--- src/rtl/debounce_pkg.sv ---
// Shared types and constants for the debounce_en input conditioner.
// State encodings, glitch counter width and a saturating increment helper.
package debounce_pkg;

   typedef enum logic [1:0] {
      S_LOW    = 2'd0,
      S_WAIT_H = 2'd1,
      S_HIGH   = 2'd2,
      S_WAIT_L = 2'd3
   } state_e;

   localparam int GLITCH_CNT_W = 8;

   function automatic logic [GLITCH_CNT_W-1:0] sat_inc(input logic [GLITCH_CNT_W-1:0] v);
      return (v == '1) ? v : v + 1'b1;
   endfunction

endpackage

--- src/rtl/debounce_en_if.sv ---
// Signal bundle between a raw input source and the debounce_en conditioner.
// glitch_cnt exists only when DEBOUNCE_GLITCH_CNT_EN is defined.
interface debounce_en_if;
   import debounce_pkg::*;

   logic din;
   logic dout;
   logic en_pulse;
   logic rise;
   logic fall;
`ifdef DEBOUNCE_GLITCH_CNT_EN
   logic [GLITCH_CNT_W-1:0] glitch_cnt;

   modport master (output din, input dout, en_pulse, rise, fall, glitch_cnt);
   modport slave  (input din, output dout, en_pulse, rise, fall, glitch_cnt);
`else
   modport master (output din, input dout, en_pulse, rise, fall);
   modport slave  (input din, output dout, en_pulse, rise, fall);
`endif

endinterface

--- src/rtl/sync_ff.sv ---
// STAGES-deep flop synchroniser for a single asynchronous bit.
// Synchronous active-high reset clears every stage.
module sync_ff #(
   parameter int STAGES = 2
) (
   input  logic clk,
   input  logic rst,
   input  logic d,
   output logic q
);

   logic [STAGES-1:0] sync_q;
   logic [STAGES-1:0] sync_d;

   always_comb begin
      sync_d = {sync_q[STAGES-2:0], d};
   end

   always_ff @(posedge clk) begin
      if (rst) sync_q <= '0;
      else     sync_q <= sync_d;
   end

   assign q = sync_q[STAGES-1];

endmodule

--- src/rtl/debounce_en.sv ---
// Debouncer: synchronise din, accept a level after STABLE_CNT stable samples, strobe en/rise/fall.
// Optional glitch counter output enabled by defining DEBOUNCE_GLITCH_CNT_EN.
//
//   state    | meaning
//   S_LOW    | accepted level 0, s agrees
//   S_WAIT_H | s went 1, counting stable high samples
//   S_HIGH   | accepted level 1, s agrees
//   S_WAIT_L | s went 0, counting stable low samples
module debounce_en
   import debounce_pkg::*;
#(
   parameter int SYNC_STAGES = 2,
   parameter int STABLE_CNT  = 1000,
   parameter int CNT_W       = 16
) (
   input  logic          clk,
   input  logic          rst,
   debounce_en_if.slave  bus
);

   // cnt_q holds how many samples of the new level were already seen, so the
   // STABLE_CNT-th sample is the one that commits.
   localparam logic [CNT_W-1:0] ACCEPT_AT = CNT_W'(STABLE_CNT - 1);
   localparam bit               ONE_CYCLE = (STABLE_CNT == 1);

   logic             s;
   state_e           state_q, state_d;
   logic [CNT_W-1:0] cnt_q, cnt_d;
   logic             dout_q, dout_d;
   logic             en_q, en_d;
   logic             rise_q, rise_d;
   logic             fall_q, fall_d;

   sync_ff #(.STAGES(SYNC_STAGES)) u_sync (
      .clk (clk),
      .rst (rst),
      .d   (bus.din),
      .q   (s)
   );

   always_comb begin
      state_d = state_q;
      cnt_d   = cnt_q;
      dout_d  = dout_q;
      en_d    = 1'b0;
      rise_d  = 1'b0;
      fall_d  = 1'b0;
      case (state_q)
         S_LOW: if (s) begin
            if (ONE_CYCLE) begin
               state_d = S_HIGH;
               dout_d  = 1'b1;
               en_d    = 1'b1;
               rise_d  = 1'b1;
            end else begin
               state_d = S_WAIT_H;
               cnt_d   = CNT_W'(1);
            end
         end
         S_WAIT_H: if (!s) begin
            state_d = S_LOW;
            cnt_d   = '0;
         end else if (cnt_q == ACCEPT_AT) begin
            state_d = S_HIGH;
            cnt_d   = '0;
            dout_d  = 1'b1;
            en_d    = 1'b1;
            rise_d  = 1'b1;
         end else begin
            cnt_d = cnt_q + 1'b1;
         end
         S_HIGH: if (!s) begin
            if (ONE_CYCLE) begin
               state_d = S_LOW;
               dout_d  = 1'b0;
               en_d    = 1'b1;
               fall_d  = 1'b1;
            end else begin
               state_d = S_WAIT_L;
               cnt_d   = CNT_W'(1);
            end
         end
         S_WAIT_L: if (s) begin
            state_d = S_HIGH;
            cnt_d   = '0;
         end else if (cnt_q == ACCEPT_AT) begin
            state_d = S_LOW;
            cnt_d   = '0;
            dout_d  = 1'b0;
            en_d    = 1'b1;
            fall_d  = 1'b1;
         end else begin
            cnt_d = cnt_q + 1'b1;
         end
         default: state_d = S_LOW;
      endcase
   end

   always_ff @(posedge clk) begin
      if (rst) begin
         state_q <= S_LOW;
         cnt_q   <= '0;
         dout_q  <= 1'b0;
         en_q    <= 1'b0;
         rise_q  <= 1'b0;
         fall_q  <= 1'b0;
      end else begin
         state_q <= state_d;
         cnt_q   <= cnt_d;
         dout_q  <= dout_d;
         en_q    <= en_d;
         rise_q  <= rise_d;
         fall_q  <= fall_d;
      end
   end

`ifdef DEBOUNCE_GLITCH_CNT_EN
   logic                    glitch_ev;
   logic [GLITCH_CNT_W-1:0] glitch_q, glitch_d;

   always_comb begin
      glitch_ev = ((state_q == S_WAIT_H) && (state_d == S_LOW)) ||
                  ((state_q == S_WAIT_L) && (state_d == S_HIGH));
      glitch_d  = glitch_ev ? sat_inc(glitch_q) : glitch_q;
   end

   always_ff @(posedge clk) begin
      if (rst) glitch_q <= '0;
      else     glitch_q <= glitch_d;
   end

   assign bus.glitch_cnt = glitch_q;
`endif

   assign bus.dout     = dout_q;
   assign bus.en_pulse = en_q;
   assign bus.rise     = rise_q;
   assign bus.fall     = fall_q;

endmodule
--- src/flat_wrapper.sv ---
// flat-port wrapper written by rule: the top's interface ports become plain ports
module debounce_en_flat import debounce_pkg::*;
#(
   parameter int SYNC_STAGES = 2,
   parameter int STABLE_CNT  = 1000,
   parameter int CNT_W       = 16
)
  (clk, rst, bus_din, bus_dout, bus_en_pulse, bus_rise, bus_fall);
  debounce_en_if bus_i ();
  input  logic clk;
  input  logic rst;
  input wire logic [$bits(bus_i.din)-1:0] bus_din;
  output wire logic [$bits(bus_i.dout)-1:0] bus_dout;
  output wire logic [$bits(bus_i.en_pulse)-1:0] bus_en_pulse;
  output wire logic [$bits(bus_i.rise)-1:0] bus_rise;
  output wire logic [$bits(bus_i.fall)-1:0] bus_fall;
  assign bus_i.din = bus_din;
  assign bus_dout = bus_i.dout;
  assign bus_en_pulse = bus_i.en_pulse;
  assign bus_rise = bus_i.rise;
  assign bus_fall = bus_i.fall;
  debounce_en #(.SYNC_STAGES(SYNC_STAGES), .STABLE_CNT(STABLE_CNT), .CNT_W(CNT_W)) u_core (.clk(clk), .rst(rst), .bus(bus_i));
endmodule
--- config.mk ---
export PLATFORM = sky130hd
export DESIGN_NAME = debounce_en_flat
export DESIGN_NICKNAME = d
export VERILOG_FILES = /design/src/rtl/debounce_pkg.sv /design/src/rtl/debounce_en_if.sv /design/src/rtl/sync_ff.sv /design/src/rtl/debounce_en.sv /design/src/flat_wrapper.sv
export SDC_FILE = /design/constraint.sdc
export NUM_CORES = 1
export LEC_CHECK = 0
export ABC_AREA = 1
export CORE_MARGIN = 1
export CORE_UTILIZATION = 60
export DETAILED_ROUTE_END_ITERATION = 8
export PLACE_DENSITY = 0.8
export SKIP_LAST_GASP = 1
export SYNTH_ARGS = -nofsm -noshare
export SYNTH_HDL_FRONTEND = slang
export SYNTH_SLANG_ARGS = --single-unit
--- constraint.sdc ---
create_clock -name clk -period 4.52 [get_ports clk]
set_clock_uncertainty 0.2 [all_clocks]
set_input_delay 0.904 -clock clk [delete_from_list [all_inputs] [get_ports clk]]
set_output_delay 0.904 -clock clk [all_outputs]
set_load 0.05 [all_outputs]
# == Yosys cells after proc, flatten, opt, wreduce, memory -nomap -nowiden ==
# Cells that the tools add are included.
# word_totals
wordCells,51
input_bits,3
register_bits,24
# classes
addsub,1
n_eq_ne,12
bitwise_logic,2
reduce_logical,7
n_mux,22
# op_table
operator,count
16-bit 2-to-1 mux,5
16-bit one-hot mux with 4 select lines,1
16-bit by 1-bit adder with 16-bit output (second input constant),1
16-bit by 10-bit == test with 1-bit output (second input constant),1
2-bit 2-to-1 mux,6
2-bit != test (second input constant),4
2-bit one-hot mux with 4 select lines,1
1-bit 2-to-1 mux,7
3-bit by 2-bit != test with 1-bit output (second input constant),2
5-bit AND reduction,1
2-bit == test (second input constant),2
2-bit by 1-bit != test with 1-bit output (second input constant),2
1-bit one-hot mux with 2 select lines,2
4-bit AND reduction,1
2-bit OR reduction,2
2-bit by 1-bit == test with 1-bit output (second input constant),1
2-bit zero test,1
1-bit inverter,2
2-bit AND reduction,1
2-bit nonzero test,1

# == Longest topological paths before layout ==
# Gate-level depths: netlist of the first run.
# logic_depth
word_depth,4
mapped_depth,10

# == Hierarchy ==
# A second synthesis of the first run with hierarchy kept.
# unflattened
cells_unflattened,199
area_unflattened_um2,1296.2
# modules_own_cells
module,cells_each,instances,area_per_inst_um2
debounce_en,193,1,1241.2
sync_ff,6,1,55.1

# == Worst setup path after synthesis of the first run ==
# Ideal clock, no wire load.
# synth_path
path_type,in2reg
startpoint,input rst
endpoint,"register u_core.dout_q, in the netlist u_core.bus.dout"
cell_stages,4
n_path_buf,1
setup_time_ps,75
slack_ps,2702
arrival_ps,1543
cell_sequence,buf_2 inv_1 nand4_1 o22ai_1
# synth_rtl
item,line,source
"start, declared",flat_wrapper.sv:11,input logic rst;
"end signal, assigned",debounce_en.sv:110,dout_q <= dout_d;
"end, declared",debounce_en.sv:29,"logic dout_q, dout_d;"

# == Worst setup path after layout of the first run ==
# layout_path
startpoint,"register u_core.dout_q, in the netlist u_core.bus.dout"
endpoint,output bus_dout
# layout_rtl
item,line,source
"end, declared",flat_wrapper.sv:13,output wire logic [$bits(bus_i.dout)-1:0] bus_dout;
# No word-level cell between the ends.

==> summary by stage, run 1 <==
Pwr
The leakage power figure is about 0.00055 uW. The total power draw is 431 uW. Of the total power, registers draw 0.512. The net switching power is approximately 110 uW.

Of the total power, the clock network draws 0.358. The internal power of the cells totals 322 uW. The power per standard cell area is roughly 300 nW/um2. Of the total power, combinational logic draws 0.130. The worst-case IR drop observed on VDD is 289 uV. Of the total power, the share spent switching nets is 0.253.

Setup path
The origin of the critical flop-to-flop path is u_core.cnt_q[0]. The critical path required time is about 3.4 ns. STA classifies the critical path startpoint as a flop. The buffers plus inverters on the worst setup path is 1. The class of the most critical setup path is flop to primary output. The family with the most delay on the worst path is buffers and inverters. Of all nets on the critical path, the largest fanout is 2. The worst setup path is captured at a primary output. The launching element of the worst setup path is u_core.bus.dout. On the worst path, the slowest cell contributes a delay of 0.80 ns. The critical path arrival is 1.47 ns. For flop-to-flop paths, the worst setup slack is 2.79 ns.

The signal on the critical path passes through clkdlybuf4s50_1. The slowest cell on the critical path is sky130_fd_sc_hd__clkdlybuf4s50_1.

Finish
The number of antenna cells inserted is 0. The synthesis-to-layout area growth is 9.86%. The share of cells above drive strength 1 is 0.243. The number of nets in the finished design is 182.

Global route
The global-route congestion overflow total is 0. The maximum number of pins on one net before global-route repair is 15. The first global-routing pass estimated about 4400 um of wire.

The number of global-route vias before repair came to roughly 1000. The initial antenna violation count came to 0. The overall fraction of global-route tracks in use is 0.237.

Floorplanning
The die is 48.9 um wide. The die extent in y is 48.9 um. In this run the core area contains 16 standard-cell rows. The number of ports placed on the die boundary is 7. The die area is between 2000 and 2500 um2. The placeable core region is 2020 um2. The initial utilization of the core area, before any placement, comes to 0.653.

Min path
The worst hold path belongs to the class flop to flop. The worst hold path begins at u_core.u_sync.sync_q[0].

STA
At the pin with the least slew margin, the transition time is 0.503 ns. The setup TNS after final layout is 0 ns. The final number of hold-violating endpoints came to 0. The post-route fraction of the period consumed by the critical path is 0.569. The worst max-slew margin expressed relative to the limit is 0.664. Setup violations remaining at the end of the flow were counted as 0. The clock period could shrink to 2.57 ns. Based on the critical path, the design can be clocked at up to ~0.39 GHz. Setup repair after global routing left no endpoint under its margin.

The final-report max-slew violation count is 0.

Synthesis
The distinct cell type count of the synthesized netlist is 29. The number of nets in the synthesized netlist is ~170. Counting flops with a built-in enable in the synthesized netlist gives 0. Counting instances in the post-synthesis netlist gives the leading cell types as 26 x sky130_fd_sc_hd__nand2_1, 24 x sky130_fd_sc_hd__dfxtp_1, 22 x sky130_fd_sc_hd__inv_1, 19 x sky130_fd_sc_hd__nor2_1, 9 x sky130_fd_sc_hd__nor2_2. The dominant cell type by area after synthesis is sky130_fd_sc_hd__dfxtp_1.

In the synthesized netlist, the number of instances is 169. Of the post-synthesis cell area, the dominant cell type holds 0.364. The cell with the most instances after synthesis is sky130_fd_sc_hd__nand2_1.

By area the synthesized netlist is led by sky130_fd_sc_hd__dfxtp_1 36%, sky130_fd_sc_hd__nand2_1 7.4%, sky130_fd_sc_hd__inv_1 6.3%. The combined area of all synthesized cells is around 1300 um2. The synthesized design contains 24 register bits.

The share of flip-flops with an asynchronous set or reset is 0. A synthesized cell averages between 7 and 8 um2. The sequential share of the synthesized area is 0.364.

The yosys synthesis warning count is 0. Among all flip-flop cells after synthesis, the most frequent one is sky130_fd_sc_hd__dfxtp_1.

Clock network
Counting along the longest clock path gives a buffer depth of 2. Clock latency on the worst-skew pair, taken at its later pin, is 0.31 ns. The total setup buffers inserted after CTS is 0. The TritonCTS buffer count is 3. The number of instances resized during post-cts repair is 0. In this run the number of H-tree levels came out at 1. In this run, post-CTS hold repair placed 0 buffers. CTS saw 24 sinks. The root buffer cell chosen for the clock tree is sky130_fd_sc_hd__clkbuf_4.

TritonCTS built the clock tree. The clock transition time at the flip-flop clock pins of the worst setup and hold paths is 0.13 ns.

Status
The run finished with clean final reports.

Drt
The starting DRC count in detailed routing is 46. Detailed routing placed a total of 102 um of wire on met3. The detail route stage leaves a number of antenna-violating nets equal to 0. Before antenna repair, the detailed router went through 4 iterations. In the detailed route, the total length drawn on met2 is between 1000 and 1500 um.

For this block, wires on met1 add up to 1120 um. The routed wirelength normalized by instance count is 12.2 um. The via count is between 1000 and 1500.

In the routed design, unresolved DRC markers number 0. The total wire length after detailed routing is 2490 um. The via density per instance is between 5 and 6. The highest routing layer actually used is met4.

Place
The detailed placement HPWL is 1940 um. The count of buffers added on input and output ports is 6. At the end of routability-driven placement, the weighted congestion stood at roughly 0.8.

Job
The max-cap check violation count is 0.
[routing by layer]
metal,vias up,global-route usage
li1,550,-
met1,501,0.305
met2,30,0.412
met3,4,0.0374
met4,0,0.0588
met5,-,0
[final timing paths]
check                                 end  cells past startpoint
setup / recovery                 bus_dout                      1
hold / removal    u_core.u_sync.sync_q[1]                      2
setup reg to reg         u_core.cnt_q[12]                     10
hold reg to reg   u_core.u_sync.sync_q[1]                      2
[through the flow]
stage / cell area (um2) / std cells / utilization / hold WS (ns) / setup WS, ns
2_1_floorplan: 1320 / 169 / - / 0.188 / 2.70
3_3_place_gp: 1400 / 200 / 0.691 / 0.195 / 2.17
3_5_place_dp: 1400 / 200 / 0.691 / 0.201 / 2.13
4_1_cts: 1450 / 204 / 0.717 / 0.219 / 1.94
5_1_grt: 1450 / 204 / 0.717 / 0.249 / 1.91
6_report: 1450 / 204 / 0.717 / 0.218 / 1.95
[sequential cells by signal, summed over array words and instances (netlist names), named ones only]
register	cells
u_core.bus.fall	1
u_core.bus.rise	1
u_core.u_sync.sync_q	2
u_core.cnt_q	16
u_core.state_q	1
u_core.bus.en_pulse	1
u_core.bus.dout	1
[logic make-up after synthesis]
group / count (synthesis) / share of synthesized area
adders and majority gates: 1 / 0.00948
DFF: 24 / 0.364
AOI/OAI and AO/OA: 11 / 0.0521
and+or+nand+nor: 96 / 0.437
xor gates and xnor gates: 6 / 0.0398
buffers and inverters: 31 / 0.0976
[power by group through the flow]
| stage | clock network (uW) | logic, uW | registers [uW] |
|---|---|---|---|
| 2_1_floorplan | 0 | 49.5 | 224 |
| 3_3_place_gp | 0 | 54.0 | 225 |
| 3_5_place_dp | 0 | 55.7 | 225 |
| 4_1_cts | 155 | 55.8 | 220 |
| 5_1_grt | 165 | 60.6 | 221 |
| 6_report | 154 | 55.9 | 221 |
[cell type report]
class	instances	area, um2
clock inverter	1	30.0
multi-input combinational	114	711
sequential	24	480
timing repair buffer	6	60.1
clock buffer	3	22.5
fill	154	572
tap	27	33.8
inverter	29	113
[cell usage in the layout, fill, tap and decap left out, types with 4 or more instances in the layout]
cell	count
sky130_fd_sc_hd__nand2_2	6
sky130_fd_sc_hd__nor3_2	4
sky130_fd_sc_hd__nor2_2	9
sky130_fd_sc_hd__inv_1	22
sky130_fd_sc_hd__nand2_1	26
sky130_fd_sc_hd__nor2_1	19
sky130_fd_sc_hd__clkdlybuf4s50_1	6
sky130_fd_sc_hd__nor2_4	4
sky130_fd_sc_hd__inv_2	5
sky130_fd_sc_hd__dfxtp_1	24
sky130_fd_sc_hd__nand4_1	6
sky130_fd_sc_hd__xor2_1	5
sky130_fd_sc_hd__nand3_1	8
sky130_fd_sc_hd__a21oi_1	6
Note: power is estimated with default switching activity, not from simulation.
==> inputs of run 2 (changes only) <==
--- a/config.mk
+++ b/config.mk
@@ -7,9 +7,9 @@
 export LEC_CHECK = 0
 export ABC_AREA = 1
 export CORE_MARGIN = 1
-export CORE_UTILIZATION = 60
+export CORE_UTILIZATION = 52
 export DETAILED_ROUTE_END_ITERATION = 8
-export PLACE_DENSITY = 0.8
+export PLACE_DENSITY = 0.73
 export SKIP_LAST_GASP = 1
 export SYNTH_ARGS = -nofsm -noshare
 export SYNTH_HDL_FRONTEND = slang
==> constraint.sdc (replaced) <==
create_clock -name clk -period 2.3 [get_ports clk]
set_clock_uncertainty 0.2 [all_clocks]
set_input_delay 0.46 -clock clk [delete_from_list [all_inputs] [get_ports clk]]
set_output_delay 0.46 -clock clk [all_outputs]
set_load 0.05 [all_outputs]
==> summary by stage, run 2 (same netlist as run 1, synthesis figures left out) <==
Status
The run finished with clean final reports.

STA
The worst max-slew margin expressed relative to the limit is 0.673 (+0.00869). The final count of negative-setup-slack endpoints came to 0 (unchanged). The final-report max-slew violation count was 0 (unchanged). The post-route fraction of the period consumed by the critical path is 0.920. The clock period could shrink to about 2.1 ns. The final number of hold-violating endpoints was 0 (unchanged).

Setup repair after global routing left no endpoint under its margin. The slew at the pin with the worst max-slew slack is 0.490 ns (-0.0130 ns). The peak clock frequency supported by timing is 0.472 GHz.

The final critical-path setup slack was 0.183 ns (-1.77 ns). The setup TNS after final layout is 0 ns (unchanged).

Floorplanning
The die boundary width is 52.4 um (+7.1%). The number of ports placed on the die boundary came to 7 (unchanged). The initial cell density of the core is 0.575 (-0.0782). The die area was 2740 um2 (+15%). The number of placement rows is 17 (+1).

The die extent in y came to 52.4 um (+7.1%). The placeable core region was 2300 um2 (+14%).

Setup path
The kind of end point of the critical path is a primary output. The critical path arrival is 1.46 ns (about the same). The class of the most critical setup path is flop to primary output. The largest stage delay on the critical path is 0.80 ns (about the same).

The slowest cell on the critical path is sky130_fd_sc_hd__clkdlybuf4s50_1. The family with the most delay on the worst path is buffers and inverters. The buffers plus inverters on the worst setup path is 1 (unchanged). The critical path startpoint category is a flop. Traced cell by cell, the critical path runs through clkdlybuf4s50_1.

The critical path required time is 1.64 ns (-1.78 ns). The maximum net fanout on the critical path came to 2 (unchanged).

Drt
The via count is 1013 (-6.6%). The starting DRC count in detailed routing came to 25 (-46%). The routed wirelength normalized by instance count came to 10.8 um (-12%). The total iterations of the first detailed-routing run was 4 (unchanged). The via density per instance is 4.92 (-7.5%).

The total wire length after detailed routing is 2230 um (-11%). The number of routed nets with antenna violations is 0 (unchanged). The residual DRC count was 0 (unchanged).

Finish
The number of flip-flops under the largest register name came to 16 (unchanged). The library cells used most frequently in the layout, excluding fill and tap cells, are 26 x sky130_fd_sc_hd__nand2_1, 24 x sky130_fd_sc_hd__dfxtp_1, 22 x sky130_fd_sc_hd__inv_1, 19 x sky130_fd_sc_hd__nor2_1, 9 x sky130_fd_sc_hd__nor2_2. The fill cell total of the finished layout came to 206 (+34%). The most common cell after layout, fill and taps aside is sky130_fd_sc_hd__nand2_1. The share of cells above drive strength 1 is 0.247 (+0.00425). In the final layout, the registers with the most flip-flops are u_core.cnt_q: 16 flops, u_core.u_sync.sync_q: 2 flops. Counting flops per register, the top entry is u_core.cnt_q. The number of nets in the finished design is 183 (+0.55%). The number of antenna cells inserted was 0 (unchanged). The fraction of the core area covered by cells at the end of the flow came to 0.628 (-0.0892). The area growth from synthesis to layout is 9.29%.

Clock network
The insertion delay to the later sink of the worst-skew pair was 0.31 ns (about the same). CTS placed an instance of sky130_fd_sc_hd__clkbuf_4 at the clock tree root. The maximum count of clock buffers along a single path is 2 (unchanged).

The clock tree from TritonCTS is done. The deepest level of the CTS H-tree is 1 (unchanged). The total setup buffers inserted after CTS is 0 (unchanged). The number of instances resized during post-cts repair is 0 (unchanged). The clock transition time at the flip-flop clock pins of the worst setup and hold paths is 0.13 ns (about the same). The TritonCTS buffer count is 3 (unchanged). The total number of clock tree sinks is 24 (unchanged). The number of hold-repair buffers added at the cts stage is 0 (unchanged).

Place
The detailed placement HPWL is 1770 um (-8.4%). The number of port buffers is 6 (unchanged). The worst setup timing slack at the placement stage came to 0.531 ns (-1.60 ns).

The routability congestion estimate came to 0.849 (+3.7%).

Global route
The initial antenna violation count is 0 (unchanged). The maximum number of pins on one net before global-route repair is 14 (-1). The global-route wire length before repair is 3840 um (-14%). The global-route congestion overflow total is 0 (unchanged).

The number of global-route vias before repair came to 912 (-13%). The overall fraction of global-route tracks in use was 0.192 (-0.0448).

Pwr
The power per standard cell area is 527 nW/um2 (+77%). The peak supply drop was 381 uV (+32%). The leakage power figure is 0.000543 uW (-0.39%).

Min path
In this run the worst hold path is classified as flop to flop.

Job
The max-cap check violation count is 0 (unchanged).
[run 2: changes by cell type in the layout (fill, tap and decap cells not counted), sizes merged]
cell	change
bufinv	-1
buf	+1
clkbuf	+1
[run 2: final cells by class]
type | count | area, um2 | area share
clock buffers | 4 | 36.3 | 0.0252
inverters | 29 | 113 | 0.0781
multi-input cells | 114 | 711 | 0.493
flip-flops and latches | 24 | 480 | 0.333
well taps | 28 | 35.0 | 0.0243
repair buffers | 7 | 67.6 | 0.0468
[run 2: layer usage]
layer	global-route usage	routed length (um)	vias up
li1	-	-	553
met1	0.240	1120	441
met2	0.323	1010	17
met3	0.0522	80	2
met4	0.0526	17	0
met5	0	0	-
[run 2: report_power, final]
group          internal, uW  switching, uW  total (uW)
clock network          96.7            122         219
logic                  32.8           74.7         107
registers               424           9.07         434
total                   554            206         760
[run 2: path summary, 6_finish.rpt]
kind,from,to,slack (ns),cells after the start
worst min-delay path,u_core.u_sync.sync_q[0],u_core.u_sync.sync_q[1],0.21,2
worst min register to register,u_core.u_sync.sync_q[0],u_core.u_sync.sync_q[1],0.21,2
worst max register to register,u_core.cnt_q[0],u_core.cnt_q[11],0.58,10
worst max-delay path,u_core.bus.dout,bus_dout,0.18,1
[run 2: metrics by stage]
step                cell area (um2)  power (uW)  hold WS [ns]  instances
floorplan                      1320         538         0.188        169
CTS                            1440         774         0.217        206
global placement               1410         548         0.194        202
finish                         1440         760         0.213        206
global route                   1440         799         0.264        206
detailed placement             1410         552         0.199        202
[run 2: worst reg2reg max path, delay by kind of cell (launching register included)]
kind | cells | cell delay [ns]
and+or+nand+nor | 8 | 0.70
DFF | 1 | 0.42
adders and majority gates | 1 | 0.21
buffers and inverters | 1 | 0.09
==> inputs of run 3 (changes only) <==
--- a/config.mk
+++ b/config.mk
@@ -5,9 +5,8 @@
 export SDC_FILE = /design/constraint.sdc
 export NUM_CORES = 1
 export LEC_CHECK = 0
-export ABC_AREA = 1
 export CORE_MARGIN = 1
-export CORE_UTILIZATION = 52
+export CORE_UTILIZATION = 51
 export DETAILED_ROUTE_END_ITERATION = 8
 export PLACE_DENSITY = 0.73
 export SKIP_LAST_GASP = 1
==> summary by stage, run 3 <==
Min path
The hold path depth is 1 (-1). The worst hold path begins at u_core.u_sync.sync_q[0]. The worst hold path endpoint is u_core.u_sync.sync_q[1].

The class of the most critical hold timing path is flop to flop.

Pwr
The leakage power figure is 0.000423 uW (-22%). The net switching power is 156 uW (-24%). The share of total power consumed by net switching is 0.226 (-0.0447). The total power draw is 689 uW (-9.4%). The peak supply drop is 376 uV (-1.4%). The internal power consumption is 533 uW (-3.8%). The fraction of power consumed by the clock network is 0.326 (+0.038). The relative contribution of sequential cells to total power is 0.617 (+0.047).

The share of total power in combinational logic is 0.058 (-0.083). The power per standard cell area is 549 nW/um2 (+4.2%).

Floorplanning
The initial cell density of the core came to 0.558 (-0.0165). The die area is 2380 um2 (-13%). The number of placement rows came to 16 (-1). The die extent in y was 48.8 um (-6.8%).

The die boundary width came to 48.8 um (-6.8%). The number of ports placed on the die boundary is 7 (unchanged). The placeable core region is 2000 um2 (-13%).

Clock network
The deepest level of the CTS H-tree is 1 (unchanged). The total setup buffers inserted after CTS was 0 (unchanged). The TritonCTS buffer count is 3 (unchanged).

The clock transition time at the flip-flop clock pins of the worst setup and hold paths came to 0.13 ns (about the same). The insertion delay to the later sink of the worst-skew pair came to 0.32 ns (about the same). The number of hold-repair buffers added at the cts stage is 0 (unchanged). The maximum count of clock buffers along a single path is 2 (unchanged).

The number of instances resized during post-cts repair is 0 (unchanged). In this run the clock root is driven by a sky130_fd_sc_hd__clkbuf_4. The total number of clock tree sinks was 24 (unchanged). TritonCTS built the clock tree.

Place
The worst setup timing slack at the placement stage is 0.295 ns (-0.236 ns). The post-detailed-placement cell area is 1220 um2 (-13%). The detailed placement HPWL came to 1780 um (+0.59%). The routability congestion estimate is 0.910 (+7.2%). The number of instances in the placed design is 159 (-21%). The number of port buffers is 6 (unchanged).

Setup path
The family with the most delay on the worst path is buffers and inverters. The critical path required time came to 1.64 ns (about the same). The critical path goes through clkdlybuf4s50_1. The kind of end point of the critical path is a primary output.

The slowest cell on the critical path is sky130_fd_sc_hd__clkdlybuf4s50_1. The largest stage delay on the critical path is 0.81 ns (about the same). The critical path arrival is 1.50 ns (+0.04 ns).

The worst flop-to-flop path endpoint is u_core.cnt_q[9]. By startpoint and endpoint, the worst setup path is classified as flop to primary output. The number of cells traversed by the worst register-to-register path was 6 (-4). The register-to-register setup slack is 0.25 ns (-0.33 ns). The buffers plus inverters on the worst setup path came to 1 (unchanged). The maximum net fanout on the critical path is 3 (+1). The startpoint identified for the worst register-to-register timing path is u_core.cnt_q[0].

STA classifies the critical path startpoint as a flop.

Synthesis
The mean instance size in the synthesized netlist came to 8.73 um2 (+12%). The sequential share of the synthesized area is 0.430 (+0.0660). By count the netlist is led by 24 x sky130_fd_sc_hd__dfxtp_1, 12 x sky130_fd_sc_hd__a21oi_1, 8 x sky130_fd_sc_hd__o21ai_0, 7 x sky130_fd_sc_hd__nand3_1. The cell with the most instances after synthesis is sky130_fd_sc_hd__dfxtp_1. The distinct cell type count of the synthesized netlist was 32 (+10%).

The number of nets produced by synthesis is 132 (-24%). The flop and latch count out of synthesis is 24 (unchanged). The number of enable flip-flop cells after synthesis is 0 (unchanged). The post-synthesis instance total is 128 (-24%).

The combined area of all synthesized cells is 1120 um2 (-15%). Sorting the synthesized cells by area gives the leading types as sky130_fd_sc_hd__dfxtp_1 43%, sky130_fd_sc_hd__a21oi_1 5.4%, sky130_fd_sc_hd__o21ai_0 3.6%. The fraction of synthesized cell area taken by the top area cell type is 0.430 (+0.0660).

The yosys synthesis warning count is 0 (unchanged). In the synthesized netlist the dominant register cell turns out to be sky130_fd_sc_hd__dfxtp_1. The share of flip-flops with an asynchronous set or reset was 0 (unchanged). The dominant cell type by area after synthesis is sky130_fd_sc_hd__dfxtp_1.

STA
The final critical delay including setup and external delays was 2.16 ns (+0.0402 ns). The setup TNS after final layout was 0 ns (unchanged). The worst max-slew margin expressed relative to the limit came to 0.664 (-0.00896). Setup repair after global routing left no endpoint under its margin.

The post-route fraction of the period consumed by the critical path was 0.938 (+0.0175). The final number of hold-violating endpoints is 0 (unchanged). The slew at the pin with the worst max-slew slack is 0.500 ns (+0.0104 ns).

The peak clock frequency supported by timing is 0.464 GHz (-1.9%). The final critical-path setup slack is 0.143 ns (-0.0402 ns). The final count of negative-setup-slack endpoints is 0 (unchanged). The final-report max-slew violation count is 0 (unchanged).

Drt
The starting DRC count in detailed routing is 23 (-8.0%). The residual DRC count came to 0 (unchanged). The routed wirelength normalized by instance count came to 14.6 um (+35%).

The total wire length after detailed routing is 2380 um (+6.9%). The via count is 1004 (-0.89%). The total iterations of the first detailed-routing run was 4 (unchanged). The via density per instance is 6.16 (+25%). The number of routed nets with antenna violations is 0 (unchanged).

Global route
The global-route wire length before repair is 4150 um (+8.1%). The initial antenna violation count was 0 (unchanged). The global-route congestion overflow total is 0 (unchanged). The overall fraction of global-route tracks in use is 0.226 (+0.0333). The maximum number of pins on one net before global-route repair is 16 (+2). The number of global-route vias before repair was 941 (+3.2%).

Finish
The share of cells above drive strength 1 is 0.0735 (-0.174). The top cell types in the final layout, fill and taps aside, are 24 x sky130_fd_sc_hd__dfxtp_1, 12 x sky130_fd_sc_hd__a21oi_1, 8 x sky130_fd_sc_hd__o21ai_0, 7 x sky130_fd_sc_hd__nand3_1, 6 x sky130_fd_sc_hd__clkdlybuf4s50_1. The final instance area was 1250 um2 (-13%). The non-filler instance count after layout is 163 (-21%). The library cell used most frequently in the layout, excluding fill and tap cells, is sky130_fd_sc_hd__dfxtp_1. The largest registers in the layout are u_core.cnt_q: 16 flops, u_core.u_sync.sync_q: 2 flops.

The number of nets in the finished design is 141 (-23%). The largest register by flop count is u_core.cnt_q. The number of antenna cells inserted is 0 (unchanged). The synthesis-to-layout area growth is 12.3%. The fill cell total of the finished layout was 188 (-8.7%). The number of flip-flops under the largest register name came to 16 (unchanged).

Job
The max-cap check violation count was 0 (unchanged).

Status
The flow ran to the end, and the final reports show no timing, DRC or antenna violations.
run 3: cell count changes in the layout (fill, tap and decap cells not counted), moves of 5 or more:
cell | previous run | this run
sky130_fd_sc_hd__nand2_1 | 26 | 5
sky130_fd_sc_hd__inv_1 | 22 | 5
sky130_fd_sc_hd__nor2_1 | 19 | 5
sky130_fd_sc_hd__nor2_2 | 9 | 0
sky130_fd_sc_hd__a21oi_1 | 6 | 12
sky130_fd_sc_hd__nand2_2 | 6 | 0
sky130_fd_sc_hd__o21ai_0 | 2 | 8
sky130_fd_sc_hd__and3_1 | 0 | 5
sky130_fd_sc_hd__inv_2 | 5 | 0
run 3: worst max path at each step:
stage               startpoint               end  slack (ns)  depth (start not counted)
2_1_floorplan  u_core.cnt_q[0]   u_core.cnt_q[5]        0.47                          6
3_3_place_gp   u_core.cnt_q[0]  u_core.cnt_q[10]        0.40                          6
3_5_place_dp   u_core.cnt_q[0]   u_core.cnt_q[9]        0.29                          6
4_1_cts        u_core.bus.dout          bus_dout        0.13                          1
5_1_grt        u_core.bus.dout          bus_dout        0.08                          1
6_report       u_core.bus.dout          bus_dout        0.14                          1
run 3: area by class of cell:
class	count	area [um2]	area share
clock buffers	4	36.3	0.0289
well taps	27	33.8	0.0269
flip-flops and latches	24	480	0.383
repair buffers	11	97.6	0.0778
multi-input cells	92	588	0.469
inverters	5	18.8	0.0150
run 3: stage by stage:
stage	utilization	hold WS, ns
after global placement	0.609	0.219
after floorplan	-	0.214
final	0.627	0.259
after global routing	0.627	0.290
after detailed placement	0.609	0.231
after CTS	0.627	0.259
run 3: power by group through the flow:
stage	Clock [uW]	Combinational, uW	Sequential [uW]
final	224	39.7	425
after global routing	240	43.6	426
after CTS	229	39.9	425
after detailed placement	0	39.8	434
after global placement	0	38.9	434
after floorplan	0	20.8	437
run 3: kinds of logic (layout without fill, tap and decap cells):
group,Yosys count,after routing,share of synthesized area
compound gates,35,35,0.194
buf+inv,12,20,0.0437
flops,24,24,0.430
xor+xnor,8,8,0.0694
simple gates,48,48,0.252
fa+ha+maj,1,1,0.0112
run 3: layer usage:
metal,share of wire,vias up,routed length [um],GRT usage
met2,0.48,23,1140,0.394
met1,0.46,478,1100,0.266
met4,0.026,0,63,0.123
li1,-,496,-,-
met5,0,-,0,0
met3,0.032,7,76,0.0312
